`config.mk`:
```
export PLATFORM = sky130hd
export DESIGN_NAME = pong_match_ctrl
export DESIGN_NICKNAME = d
export VERILOG_FILES = /design/src/rtl/pong_match_ctrl.sv
export SDC_FILE = /design/constraint.sdc
export NUM_CORES = 1
export LEC_CHECK = 0
export ABC_AREA = 1
export ABC_CLOCK_PERIOD_IN_PS = 2700
export CAP_MARGIN = 20
export CORE_AREA = 2 2 68 70
export CTS_BUF_LIST = sky130_fd_sc_hd__clkbuf_4 sky130_fd_sc_hd__clkbuf_8
export DETAILED_ROUTE_END_ITERATION = 8
export DIE_AREA = 0 0 70 72
export GPL_ROUTABILITY_DRIVEN = 0
export PLACE_DENSITY_LB_ADDON = 0.15
export RECOVER_POWER = 25
export SYNTH_ARGS = -nofsm -noshare
export SYNTH_HDL_FRONTEND = slang
export SYNTH_SLANG_ARGS = --single-unit
```
`constraint.sdc`:
```
create_clock -name clk -period 2.7 [get_ports clk]
set_input_delay 0.675 -clock clk [delete_from_list [all_inputs] [get_ports clk]]
set_output_delay 0.675 -clock clk [all_outputs]
set_load 0.03 [all_outputs]
```
`src/rtl/pong_match_ctrl.sv`:
```
// pong_match_ctrl: Pong match FSM that owns scoring, the serve delay, the freeze and game over.
module pong_match_ctrl #(
    parameter int SCORE_W     = 4,
    parameter int WIN_SCORE   = 9,
    parameter int WIN_BY_TWO  = 0,
    parameter int SERVE_TICKS = 60,
    parameter int RALLY_W     = 8
) (
    input  logic               clk,
    input  logic               reset,
    input  logic               frame_tick,
    input  logic               start_btn,
    input  logic               hit_left,
    input  logic               hit_right,
    input  logic               miss_left,
    input  logic               miss_right,
    output logic [SCORE_W-1:0] score_left,
    output logic [SCORE_W-1:0] score_right,
    output logic [RALLY_W-1:0] rally,
    output logic               gra_still,
    output logic               serve_dir,
    output logic               point,
    output logic               game_over,
    output logic               winner,
    output logic [1:0]         state
);
    typedef enum logic [1:0] {S_IDLE = 2'b00, S_SERVE = 2'b01, S_PLAY = 2'b10, S_OVER = 2'b11} state_t;
    localparam int CNT_W = $clog2(SERVE_TICKS + 1);
    localparam logic [CNT_W-1:0]   TICKS = CNT_W'(SERVE_TICKS);
    localparam logic [SCORE_W-1:0] S_MAX = '1;
    localparam logic [SCORE_W-1:0] S_WIN = SCORE_W'(WIN_SCORE);
    localparam logic [RALLY_W-1:0] R_MAX = '1;

    state_t             r_state, w_state;
    logic [SCORE_W-1:0] r_sl, r_sr, w_sl, w_sr;
    logic [RALLY_W-1:0] r_rally, w_rally;
    logic [CNT_W-1:0]   r_cnt, w_cnt;
    logic               r_dir, w_dir, r_point, w_point, r_winner, w_winner;
    logic [SCORE_W-1:0] w_s, w_o, w_s_inc;
    logic               w_win;

    always_comb begin
        // scorer is the side opposite the miss; saturation at the cap always wins
        w_s     = miss_left ? r_sr : r_sl;
        w_o     = miss_left ? r_sl : r_sr;
        w_s_inc = (w_s == S_MAX) ? w_s : w_s + 1'b1;
        w_win   = (w_s_inc >= S_WIN && (WIN_BY_TWO == 0 ||
                   {1'b0, w_s_inc} >= {1'b0, w_o} + (SCORE_W+1)'(2))) || w_s_inc == S_MAX;
        w_state  = r_state;
        w_sl     = r_sl;
        w_sr     = r_sr;
        w_rally  = r_rally;
        w_cnt    = r_cnt;
        w_dir    = r_dir;
        w_point  = 1'b0;
        w_winner = r_winner;
        case (r_state)
            S_IDLE, S_OVER: begin
                if (start_btn) begin
                    w_state = S_SERVE;
                    w_sl    = '0;
                    w_sr    = '0;
                    w_rally = '0;
                    w_cnt   = TICKS;
                end
            end
            S_SERVE: begin
                if (frame_tick) begin
                    w_cnt   = r_cnt - 1'b1;
                    w_state = (r_cnt == CNT_W'(1)) ? S_PLAY : S_SERVE;
                end
            end
            S_PLAY: begin
                if (miss_left && miss_right) begin
                    w_state = S_SERVE;
                    w_cnt   = TICKS;
                    w_rally = '0;
                end else if (miss_left || miss_right) begin
                    w_rally = '0;
                    w_point = 1'b1;
                    w_dir   = miss_right;
                    w_sr    = miss_left ? w_s_inc : r_sr;
                    w_sl    = miss_right ? w_s_inc : r_sl;
                    w_state = w_win ? S_OVER : S_SERVE;
                    w_cnt   = w_win ? r_cnt : TICKS;
                    w_winner = w_win ? miss_left : r_winner;
                end else if (hit_left || hit_right) begin
                    w_rally = (r_rally == R_MAX) ? r_rally : r_rally + 1'b1;
                end
            end
            default: w_state = S_IDLE;
        endcase
    end

    always_ff @(posedge clk or posedge reset) begin
        if (reset) begin
            r_state  <= S_IDLE;
            r_sl     <= '0;
            r_sr     <= '0;
            r_rally  <= '0;
            r_cnt    <= '0;
            r_dir    <= 1'b1;
            r_point  <= 1'b0;
            r_winner <= 1'b0;
        end else begin
            r_state  <= w_state;
            r_sl     <= w_sl;
            r_sr     <= w_sr;
            r_rally  <= w_rally;
            r_cnt    <= w_cnt;
            r_dir    <= w_dir;
            r_point  <= w_point;
            r_winner <= w_winner;
        end
    end

    assign score_left  = r_sl;
    assign score_right = r_sr;
    assign rally       = r_rally;
    assign serve_dir   = r_dir;
    assign point       = r_point;
    assign winner      = r_winner;
    assign state       = r_state;
    assign gra_still   = r_state != S_PLAY;
    assign game_over   = r_state == S_OVER;
endmodule

```
==> results by group, run 1 <==
Status
  – Status: complete, no violations

Setup path
  – CP Capture Type: output port
  – Crit Path Class: reg -> out
  – Crit-path max FO: 5
  – Reg-to-Reg End: rally[3]$_DFFE_PP0P_
  – Worst endpoint data arrival time: 1.80 ns
  – R2R setup slack: approximately 0.74 ns
  – Setup crit start kind: flop
  – Worst r2r src: state[0]$_DFFE_PP0P_
  – Worst reg-to-reg path cell count: 9
  – Worst path required time: slightly above 2 ns

Layout
  – Post-layout net count: between 200 and 300
  – ANT cells: 0
  – Ratio of cells with drive above 1 in the final layout: between 10% and 20%
  – Commonest non-fill, non-tap cells in the layout: nand2_1, inv_1, clkdlybuf4s50_1
  – Most common cell after layout, fill and taps aside: nand2_1
  – Final Cell Area: 2230 µm²
  – Layout area overhead: 24.5%

Global route
  – GRT Total Usage: between 10% and 20%
  – First-pass GRT wire length: about 6700 µm
  – Number of global-route vias before repair: 1511
  – Initial antenna violation count: 0
  – Largest net degree at the start of global routing: 28
  – Grt ovf: 0

STA
  – Worst slew pin tran: 1.43 ns
  – RSZ-0062 raised after global routing: no
  – Slew headroom: roughly 4.7%
  – Final hold slack: approximately 0.5 ns
  – Worst Skew: about 0.014 ns
  – Fin. Hold Viols: 0
  – Sum Neg Setup Slack: 0 ns
  – Slew Limit Fails: 0
  – Setup violators final: 0
  – Final worst-path cycle share: roughly nine tenths
  – Minimum clock period: around 2.5 ns
  – FMAX: between 0.4 and 0.5 GHz

Clock network
  – Postcts setup bufs: 0
  – Post-CTS resize count: 0
  – Total CTS buffers: 3
  – CTS tree: done
  – CTS Hold Buffers Added: 0
  – Worst skew pair latency: around 0.27 ns
  – Root Buffer: clkbuf_8
  – Clock sinks: 27
  – Htree depth: 1
  – CTS Buffer Depth: 2
  – Clock Pin Slew Worst Setup and Hold Paths: ~0.10 ns

Floorplan
  – DIE WIDTH: roughly 70 µm
  – Die area: around 5000 µm²
  – Boundary Pins: 31
  – Chip Height: between 70 and 80 µm
  – Row cnt: 24
  – Starting Density: a little over two fifths
  – Core box area: about 4300 µm²

Detailed routing
  – Initial drt markers: 63
  – Drt drc: 0
  – Pre-Repair DR Iteration Count: 4
  – WL/cell: roughly 12 µm
  – WL final: between 3000 and 4000 µm
  – Via count: roughly 1600
  – Post-route ant nets: 0
  – Vias per cell: 5.00

Power
  – Static leakage: approximately 1.1 nW
  – Max rail drop VDD: approximately 0.00034 V
  – PD cells: approximately 660 nW/µm²

Placed design
  – PortBufs: 30
  – Post-Place Cell Area: 2190 µm²
  – Detailed Place HPWL: about 3000 µm

Worst hold path
  – Hold WC Path Type: reg -> reg
  – Min-Delay Endpoint: r_cnt[1]$_DFFE_PP0P_
  – Cells on Worst Hold Path: 2
  – Hold path start: r_cnt[1]$_DFFE_PP0P_

Run
  – MaxCap Viol Count: 0

Logic synthesis
  – Post-synthesis instance area: roughly 1800 µm²
  – Synthesized area per cell: around 7.5 µm²
  – Post-synth top area share: between 30% and 40%
  – Post-Syn Nets: between 200 and 300
  – Synth area leader: dfrtp_1
  – Post-synthesis sequential area ratio: 37.7%
  – Area contributors post-synth: dfrtp_1, nand2_1, nand3_1
  – Synth cell types: 32
  – Syn Inst Count: roughly 240
  – Yosys reg bits: 27
  – Ys Warns: 0
-- worst max-delay path: stages, from the launching register on --
cell and delay, ns:
dfrtp_1 0.42, inv_1 0.06, ha_1 0.21, inv_1 0.15, clkdlybuf4s50_1 0.69
-- cell usage after synthesis --
| master | instances |
|---|---|
| nand3_2 | 2 |
| or2_2 | 2 |
| nor3_1 | 5 |
| o21ai_0 | 16 |
| inv_8 | 1 |
| ha_1 | 9 |
| clkbuf_1 | 1 |
| nand4_1 | 2 |
| nor4_1 | 1 |
| nor2_4 | 1 |
| nand2_1 | 62 |
| xor2_1 | 2 |
| nor2_1 | 15 |
| dfstp_2 | 1 |
| o21bai_4 | 1 |
| nand3b_1 | 4 |
| a21oi_1 | 2 |
| nor3_2 | 1 |
| inv_2 | 3 |
| nand4_2 | 1 |
| inv_1 | 30 |
| o211ai_1 | 2 |
| nand2_2 | 5 |
| nand2_4 | 4 |
| dfrtp_1 | 26 |
| buf_2 | 1 |
| nor2_2 | 2 |
| buf_6 | 2 |
| nand3_1 | 26 |
| o22ai_1 | 1 |
| o21ai_1 | 7 |
| o21bai_1 | 1 |
-- how the worst max path moves through the flow --
| stage | endpoint | from | slack [ns] | cells past startpoint |
|---|---|---|---|---|
| 6_report | gra_still | state[0]$_DFFE_PP0P_ | 0.22 | 4 |
| 5_1_grt | gra_still | state[0]$_DFFE_PP0P_ | 0.15 | 4 |
| 4_1_cts | gra_still | state[0]$_DFFE_PP0P_ | 0.19 | 4 |
| 3_5_place_dp | r_cnt[5]$_DFFE_PP0P_ | miss_left | 0.04 | 13 |
| 3_3_place_gp | r_cnt[1]$_DFFE_PP0P_ | miss_left | 0.08 | 13 |
| 2_1_floorplan | r_cnt[0]$_DFFE_PP0P_ | miss_left | 0.63 | 13 |
-- area by class of cell --
cell class / count / area, µm²
Inverter: 34 / 135
Sequential cell: 27 / 677
Multi-Input combinational cell: 174 / 951
Timing Repair Buffer: 38 / 357
Tap cell: 52 / 65.1
Fill cell: 431 / 2030
Clock buffer: 4 / 48.8
-- report_power, final --
part	internal [W]	switching, W	total, W
Clock	0.000116	0.000129	0.000244
Sequential	0.000477	0.0000560	0.000533
Combinational	0.000255	0.000431	0.000686
-- layer usage --
metal / routed length [µm] / GRT usage (%)
met5: 0 / 0
met1: 1820 / 21.7
met4: 38 / 5.13
met2: 1850 / 28.1
met3: 137 / 2.08
-- state kept, by name, indices dropped and copies added, names as in the netlist --
name	cells
point	1
score_left	4
serve_dir	1
score_right	4
state	2
r_cnt	6
winner	1
rally	8
-- kinds of logic after synthesis --
logic type | after synthesis | share of synthesized area, %
buf+inv | 38 | 9.27
fa+ha+maj | 9 | 6.28
compound gates | 30 | 9.62
simple gates | 133 | 36.1
flops | 27 | 37.7
xor+xnor | 2 | 0.976
-- stage by stage --
step	util (%)	worst slack (ns)	power [W]	std cells
after floorplan	-	0.628	0.00107	239
after global placement	51.3	0.0787	0.00123	325
after detailed placement	51.3	0.0382	0.00123	325
after CTS	52.5	0.191	0.00148	329
after global routing	52.4	0.148	0.00160	329
final	52.4	0.223	0.00146	329
(Power assumes the default switching activity.)
==> run 2: changes to the inputs <==
--- a/config.mk
+++ b/config.mk
@@ -18,3 +18,4 @@
 export SYNTH_ARGS = -nofsm -noshare
 export SYNTH_HDL_FRONTEND = slang
 export SYNTH_SLANG_ARGS = --single-unit
+export TNS_END_PERCENT = 20
==> results of run 2 <==
The final DEF is identical to that of run 1; final timing and power are the same.
==> run 3: changes to the inputs <==
--- a/config.mk
+++ b/config.mk
@@ -13,6 +13,7 @@
 export DETAILED_ROUTE_END_ITERATION = 8
 export DIE_AREA = 0 0 70 72
 export GPL_ROUTABILITY_DRIVEN = 0
+export HOLD_SLACK_MARGIN = 0.06
 export PLACE_DENSITY_LB_ADDON = 0.15
 export RECOVER_POWER = 25
 export SYNTH_ARGS = -nofsm -noshare
==> results of run 3 <==
The final DEF is identical to that of run 1; final timing and power are the same.
